[src/rtl/free_list_pkg.sv]
// Shared rename-stage definitions used by the free list and its neighbours.
package free_list_pkg;

    // Architectural registers are mapped at reset, so they never start out free.
    localparam int ARCH_REGS = 32;

    // Default physical register file size and the matching index type.
    localparam int PR_ENTRIES_DEFAULT = 64;
    typedef logic [$clog2(PR_ENTRIES_DEFAULT)-1:0] phys_reg_t;

endpackage

[src/rtl/free_list_if.sv]
// Rename-side and commit-side signals of the free list.
//
// Handshake: the consumer samples free_list_regs/free_avail and raises
// pop_free_list in the same cycle; a pop only takes effect when free_avail is
// high. Each push lane is consumed on every edge where push_valid[i] is high
// and push_reg[i] is non-zero; there is no ready, because returns are
// guaranteed to fit when renaming is correct.
interface free_list_if
    import free_list_pkg::*;
#(
    parameter int SS         = 2,
    parameter int PR_ENTRIES = 64
);
    localparam int PR_W  = $clog2(PR_ENTRIES);
    localparam int CNT_W = $clog2(PR_ENTRIES - ARCH_REGS) + 1;

    logic              pop_free_list;
    logic [PR_W-1:0]   free_list_regs [SS];
    logic              free_avail;
    logic [SS-1:0]     push_valid;
    logic [PR_W-1:0]   push_reg [SS];
    logic [CNT_W-1:0]  free_count;

    // Rename/commit side: drives pops and returns, observes the head.
    modport master (
        output pop_free_list, push_valid, push_reg,
        input  free_list_regs, free_avail, free_count
    );

    // The free list itself.
    modport slave (
        input  pop_free_list, push_valid, push_reg,
        output free_list_regs, free_avail, free_count
    );
endinterface

[src/rtl/circular_queue.sv]
// Generic ring: SS entries popped at once, up to SS compacted entries pushed.
// Contents are loaded from init_data on reset; the ring starts full.
module circular_queue #(
    parameter int DEPTH = 32,
    parameter int W     = 6,
    parameter int SS    = 2
) (
    input  logic                     clk,
    input  logic                     rst,
    input  logic [W-1:0]             init_data [DEPTH],
    input  logic                     pop,
    input  logic [$clog2(SS+1)-1:0]  wr_cnt,
    input  logic [W-1:0]             wr_data [SS],
    output logic [W-1:0]             rd_data [SS],
    output logic [$clog2(DEPTH):0]   count
);
    localparam int PTR_W = $clog2(DEPTH);
    localparam int CNT_W = PTR_W + 1;
    localparam int LC_W  = $clog2(SS + 1);

    logic [W-1:0]     mem [DEPTH];
    logic [PTR_W-1:0] head;
    logic [PTR_W-1:0] tail;
    logic [PTR_W-1:0] rd_idx [SS];
    logic [PTR_W-1:0] wr_idx [SS];

    // Read and write slot indices wrap modulo DEPTH independently.
    always_comb begin
        for (int i = 0; i < SS; i++) begin
            rd_idx[i]  = head + PTR_W'(i);
            wr_idx[i]  = tail + PTR_W'(i);
            rd_data[i] = mem[rd_idx[i]];
        end
    end

    // Pointer, count and storage update; reset reloads the initial contents.
    always_ff @(posedge clk) begin
        if (rst) begin
            head  <= '0;
            tail  <= '0;
            count <= CNT_W'(DEPTH);
            for (int i = 0; i < DEPTH; i++) begin
                mem[i] <= init_data[i];
            end
        end else begin
            if (pop) begin
                head <= head + PTR_W'(SS);
            end
            tail  <= tail + PTR_W'(wr_cnt);
            count <= count - (pop ? CNT_W'(SS) : '0) + CNT_W'(wr_cnt);
            for (int k = 0; k < SS; k++) begin
                if (LC_W'(k) < wr_cnt) begin
                    mem[wr_idx[k]] <= wr_data[k];
                end
            end
        end
    end
endmodule

[src/rtl/free_list.sv]
// Free physical register list between commit and rename. Starts holding
// every non-architectural register; pops SS heads per dispatch and takes back
// up to SS stale registers per commit.
module free_list
    import free_list_pkg::*;
#(
    parameter int SS         = 2,
    parameter int PR_ENTRIES = 64
) (
    input  logic      clk,
    input  logic      rst,
    free_list_if.slave fl
);
    localparam int DEPTH = PR_ENTRIES - ARCH_REGS;
    localparam int PR_W  = $clog2(PR_ENTRIES);
    localparam int CNT_W = $clog2(DEPTH) + 1;
    localparam int SP_W  = CNT_W + 1;
    localparam int LC_W  = $clog2(SS + 1);

    if (DEPTH < SS || (DEPTH & (DEPTH - 1)) != 0) begin : g_depth_check
        $error("free_list: PR_ENTRIES-32 must be a power of two and >= SS");
    end

    logic [PR_W-1:0]  init_data [DEPTH];
    logic [PR_W-1:0]  wr_data [SS];
    logic [PR_W-1:0]  rd_data [SS];
    logic [CNT_W-1:0] count;
    logic             free_avail;
    logic             pop_eff;
    logic             lane_ok [SS];
    logic [LC_W-1:0]  lane_off [SS];
    logic [LC_W-1:0]  n_valid;
    logic [LC_W-1:0]  wr_cnt;
    logic [SP_W-1:0]  space;
    logic             overflow;

    // Reset contents: slot i holds register ARCH_REGS+i.
    always_comb begin
        for (int i = 0; i < DEPTH; i++) begin
            init_data[i] = PR_W'(ARCH_REGS + i);
        end
    end

    // Head status; pops while fewer than SS entries remain are ignored.
    always_comb begin
        free_avail        = (count >= CNT_W'(SS));
        pop_eff           = fl.pop_free_list && free_avail;
        fl.free_avail     = free_avail;
        fl.free_count     = count;
        fl.free_list_regs = rd_data;
    end

    // Prefix sum over usable lanes; register 0 is never a legal return.
    always_comb begin
        n_valid = '0;
        for (int i = 0; i < SS; i++) begin
            lane_ok[i]  = fl.push_valid[i] && (fl.push_reg[i] != '0);
            lane_off[i] = n_valid;
            n_valid     = n_valid + LC_W'(lane_ok[i]);
        end
    end

    // Clamp returns to the free slots, counting the slots a pop frees now.
    always_comb begin
        space    = SP_W'(DEPTH) - SP_W'(count) + (pop_eff ? SP_W'(SS) : '0);
        overflow = SP_W'(n_valid) > space;
        wr_cnt   = overflow ? LC_W'(space) : n_valid;
    end

    // Compaction: the k-th usable lane goes to write slot k.
    always_comb begin
        for (int k = 0; k < SS; k++) begin
            wr_data[k] = '0;
            for (int i = 0; i < SS; i++) begin
                if (lane_ok[i] && lane_off[i] == LC_W'(k)) begin
                    wr_data[k] = fl.push_reg[i];
                end
            end
        end
    end

    circular_queue #(
        .DEPTH (DEPTH),
        .W     (PR_W),
        .SS    (SS)
    ) u_ring (
        .clk       (clk),
        .rst       (rst),
        .init_data (init_data),
        .pop       (pop_eff),
        .wr_cnt    (wr_cnt),
        .wr_data   (wr_data),
        .rd_data   (rd_data),
        .count     (count)
    );

    // Flag consumer protocol errors and impossible over-returns.
    always_ff @(posedge clk) begin
        if (!rst) begin
            assert (!(fl.pop_free_list && !free_avail))
                else $warning("free_list: pop without free_avail ignored");
            assert (!overflow)
                else $warning("free_list: returns exceed free slots, excess dropped");
        end
    end
endmodule

[src/flat_wrapper.sv]
// flat-port wrapper written by rule: the top's interface ports become plain ports
module free_list_flat import free_list_pkg::*;
#(
    parameter int SS         = 2,
    parameter int PR_ENTRIES = 64
)
  (clk, rst, fl_pop_free_list, fl_push_valid, fl_push_reg, fl_free_list_regs, fl_free_avail, fl_free_count);
  free_list_if #(.SS(SS), .PR_ENTRIES(PR_ENTRIES)) fl_i ();
  input  logic clk;
  input  logic rst;
  input wire logic [$bits(fl_i.pop_free_list)-1:0] fl_pop_free_list;
  input wire logic [$bits(fl_i.push_valid)-1:0] fl_push_valid;
  input wire logic [$bits(fl_i.push_reg)-1:0] fl_push_reg;
  output wire logic [$bits(fl_i.free_list_regs)-1:0] fl_free_list_regs;
  output wire logic [$bits(fl_i.free_avail)-1:0] fl_free_avail;
  output wire logic [$bits(fl_i.free_count)-1:0] fl_free_count;
  assign fl_i.pop_free_list = fl_pop_free_list;
  assign fl_i.push_valid = fl_push_valid;
  assign fl_i.push_reg = {>>{fl_push_reg}};
  assign fl_free_list_regs = {>>{fl_i.free_list_regs}};
  assign fl_free_avail = fl_i.free_avail;
  assign fl_free_count = fl_i.free_count;
  free_list #(.SS(SS), .PR_ENTRIES(PR_ENTRIES)) u_core (.clk(clk), .rst(rst), .fl(fl_i));
endmodule
[config.mk]
export PLATFORM = sky130hd
export DESIGN_NAME = free_list_flat
export DESIGN_NICKNAME = d
export VERILOG_FILES = /design/src/rtl/free_list_pkg.sv /design/src/rtl/free_list_if.sv /design/src/rtl/circular_queue.sv /design/src/rtl/free_list.sv /design/src/flat_wrapper.sv
export SDC_FILE = /design/constraint.sdc
export NUM_CORES = 1
export LEC_CHECK = 0
export ABC_CLOCK_PERIOD_IN_PS = 7900
export CORE_AREA = 2 2 162 164
export CTS_BUF_LIST = sky130_fd_sc_hd__clkbuf_8
export DETAILED_ROUTE_END_ITERATION = 16
export DIE_AREA = 0 0 164 166
export RECOVER_POWER = 50
export SYNTH_ARGS = -nofsm -noshare
export SYNTH_HDL_FRONTEND = slang
export SYNTH_SLANG_ARGS = --single-unit
[constraint.sdc]
create_clock -name clk -period 7.9 [get_ports clk]
set_input_delay 2.37 -clock clk [delete_from_list [all_inputs] [get_ports clk]]
set_output_delay 2.37 -clock clk [all_outputs]
set_load 0.02 [all_outputs]
==> results.sh <==
export IMPL_status="finished, violations left"
export IMPL_failed_checks="capacitance limit, slew limit"
export IMPL_grt_overflow_total=0
export IMPL_critical_path_max_stage_delay_ps=1200
export IMPL_antenna_left=0
export IMPL_worstPathRequired_ps=8110
export IMPL_synth_cells=870
export IMPL_ys_ff_latch=211
export IMPL_critPathBufInv=3
export IMPL_drt_iter0_drc=1473
export IMPL_synth_top_family_by_area="compound AO/OA/AOI/OAI gates"
export IMPL_fp_row_count=59
export IMPL_skew_ps=22.9
export IMPL_fillers=2247
export IMPL_dp_hpwl_um=25500
export IMPL_dieArea_um2=27200
export IMPL_setup_violations=0
export IMPL_reg2reg_setup_slack_ps=2530
export IMPL_path_max_fanout=17
export IMPL_syn_area_per_cell_um2=12.9
export IMPL_ir_drop_mv=0.250
export IMPL_synth_top_area_cell="edfxtp_1"
export IMPL_synth_fp_nets=907
export IMPL_leakage_nw=3.57
export IMPL_cp_startpoint="fl_push_reg[1]"
export IMPL_crit_path_top_delay_cell="nor3_1"
export IMPL_drt_wl_total_um=36500
export IMPL_num_antenna_cells=0
export IMPL_yosysMostFrequentCell="edfxtp_1"
export IMPL_synth_top_cell_area_share=0.513
export IMPL_critPathKind="in -> reg"
export IMPL_cpMostUsedCell="ha_1"
export IMPL_ys_types=51
export IMPL_drv_slew=62
export IMPL_drcViolationCount=0
export IMPL_hold_viol_final=0
export IMPL_syn2layout_area_growth_pct=12.7
export IMPL_startpoint_type="primary input"
export IMPL_seq_area_frac_synth=0.547
export IMPL_clk_path_buf_depth=3
export IMPL_yosys_warnings=0
export IMPL_synth_fa_ha_area_frac=0.0243
export IMPL_cts_buffers_inserted=37
export IMPL_gp_congestion=0.990
export IMPL_vias=8591
export IMPL_crit_family="simple AND/OR/NAND/NOR gates"
export IMPL_start_util=0.439
export IMPL_synth_mux_area_frac=0.122
export IMPL_path_cells="dlygate4sd3_1, or4_1, o31a_1, ha_1, ha_1, nor2b_1, o211ai_1, nor2_1, a31oi_1, buf_4, nor3_1, clkbuf_1, a32oi_1"
export IMPL_max_cap_violations=3
export IMPL_worst_pin_slew_ps=1830
export IMPL_maxSlewHeadroom=-0.219
export IMPL_ys_async_sr_fraction=0
export IMPL_htree_levels=2
export IMPL_setup_tns_final_ps=0
export IMPL_rsz0062_at_grt="false"
export IMPL_synth_edf_count=192
export IMPL_met2_usage=0.418
export IMPL_hold_path_class="reg -> reg"
export IMPL_min_period_ps=7080
export IMPL_die_x_um=164
export IMPL_clk_latency_ps=540
export IMPL_grt_usage=0.270
export IMPL_synth_compound_area_frac=0.171
export IMPL_antenna_found_initial=0
export IMPL_end_kind="flip-flop"
export IMPL_worstPathArrival_ps=7280
export IMPL_core_area_um2=25600
export IMPL_cts_tree="built"
export IMPL_grt_busiest_layer="met2"
export IMPL_portBuffers=35
export IMPL_ctsResizeCount=0
export IMPL_path_clk_slew_ps=60
export IMPL_io_pins=36
export IMPL_critPathCapture="u_core.u_ring.mem[9][3]$_DFFE_PP_"
export IMPL_critical_path_depth=13
export IMPL_viasPerCell=6.86
export IMPL_grt_pass1_wl_um=53700
export IMPL_cts_root_buffer="clkbuf_8"
export IMPL_ys_top_cells_by_area="edfxtp_1, mux4_2, a22oi_1"
export IMPL_grt_util_met3=0.0477
export IMPL_r2r_start="u_core.u_ring.count[2]$_SDFF_PP0_"
export IMPL_period_share=0.896
export IMPL_rr_worst_depth=15
export IMPL_nets=928
export IMPL_syn_area_um2=11200
export IMPL_hold_buffers=0
export IMPL_wl_per_cell_um=29.1
export IMPL_clock_sinks=211
export IMPL_yosys_area_share_simple=0.0910
export IMPL_fmax_mhz=141
export IMPL_grt_pass1_vias=8380
export IMPL_drive_gt1_frac=0.164
export IMPL_synthFlopType="edfxtp_1"
export IMPL_grtUsageMet1=0.380
export IMPL_power_density_nw_per_um2=267
export IMPL_synth_xor_area_frac=0.0101
export IMPL_die_h_um=166
export IMPL_final_core_util=0.494
export IMPL_grt_max_degree=55
export IMPL_first_pass_iters=6
export IMPL_synth_common_cells="edfxtp_1, nand2_1, o22ai_1, mux4_2, a22oi_1"
export IMPL_r2r_end="u_core.u_ring.mem[9][3]$_DFFE_PP_"
export IMPL_cts_setup_buffers=0
==> worst min path at each step <==
stage	from	to	slack, ps	cells past startpoint
CTS	u_core.u_ring.tail[3]$_SDFF_PP0_	u_core.u_ring.tail[3]$_SDFF_PP0_	730	2
finish	u_core.u_ring.count[5]$_SDFF_PP1_	u_core.u_ring.count[5]$_SDFF_PP1_	730	4
floorplan	u_core.u_ring.tail[0]$_SDFF_PP0_	u_core.u_ring.tail[0]$_SDFF_PP0_	570	2
global route	u_core.u_ring.head[2]$_SDFFE_PP0N_	flip-flop	780	2
global placement	u_core.u_ring.tail[3]$_SDFF_PP0_	u_core.u_ring.tail[3]$_SDFF_PP0_	700	2
detailed placement	u_core.u_ring.tail[2]$_SDFF_PP0_	u_core.u_ring.tail[2]$_SDFF_PP0_	710	2
==> flip-flops by register name (all words and copies together) (netlist names), named ones only <==
signal,cells
u_core.u_ring.count,6
u_core.u_ring.head,4
u_core.u_ring.mem,192
u_core.u_ring.tail,5
==> cell usage in the layout (no fill, tap or decap), types with 9 or more instances in the layout <==
cell and count:
dlygate4sd3_1 19, a32oi_1 38, nand3_1 16, clkbuf_8 43, a21oi_1 15, dfxtp_1 19, nand2_1 66, a221o_1 24
xnor2_1 9, o21ai_0 23, nor2_1 46, edfxtp_1 192, buf_4 17, nor3_1 16, nor2b_1 10, inv_1 24
a22oi_1 57, mux4_2 60, ha_1 17, clkdlybuf4s50_1 15, o22ai_1 66
==> where the power goes <==
group / internal (mW) / switching (mW) / total, mW
logic: 0.339 / 0.539 / 0.878
clock network: 0.664 / 0.472 / 1.14
registers: 1.27 / 0.0889 / 1.36
==> logic make-up (layout without fill, tap and decap cells) <==
| kind of cell | Yosys count | count (layout) |
|---|---|---|
| xor gates and xnor gates | 13 | 13 |
| adders and majority gates | 20 | 20 |
| DFF | 211 | 211 |
| muxes | 62 | 62 |
| AOI/OAI and AO/OA | 263 | 263 |
| and+or+nand+nor | 206 | 206 |
| buffers and inverters | 95 | 143 |
==> tightest hold or removal path, stage by stage, from the launching register on <==
cell,delay (ps)
dfxtp_1,360
inv_1,70
ha_1,140
xnor2_1,70
nand2b_1,60
==> per-stage QoR <==
stage | power (mW) | setup slack, ps | cell area (µm²) | cells | hold WS [ps]
4_1_cts | 3.39 | 1340 | 12700 | 1253 | 730
3_5_place_dp | 2.26 | 797 | 11900 | 1187 | 712
5_1_grt | 3.51 | 502 | 12700 | 1253 | 778
3_3_place_gp | 2.26 | 935 | 11900 | 1187 | 700
6_report | 3.38 | 824 | 12700 | 1253 | 729
2_1_floorplan | 1.96 | 1410 | 11200 | 870 | 571
==> routing by layer <==
layer,share of wire,up-vias
met1,0.39,4238
met5,0,-
met2,0.46,605
met3,0.10,122
met4,0.046,0
li1,-,3626
==> layout make-up <==
cell class	count	area (µm²)	area share
clock inverter	23	240	0.0190
clock buffer	43	592	0.0467
inverter	16	60.1	0.00474
sequential	211	6150	0.485
tap	335	419	0.0331
timing repair buffer	61	508	0.0401
multi-input combinational	564	4700	0.371
Power figures use the tool's default switching activity.
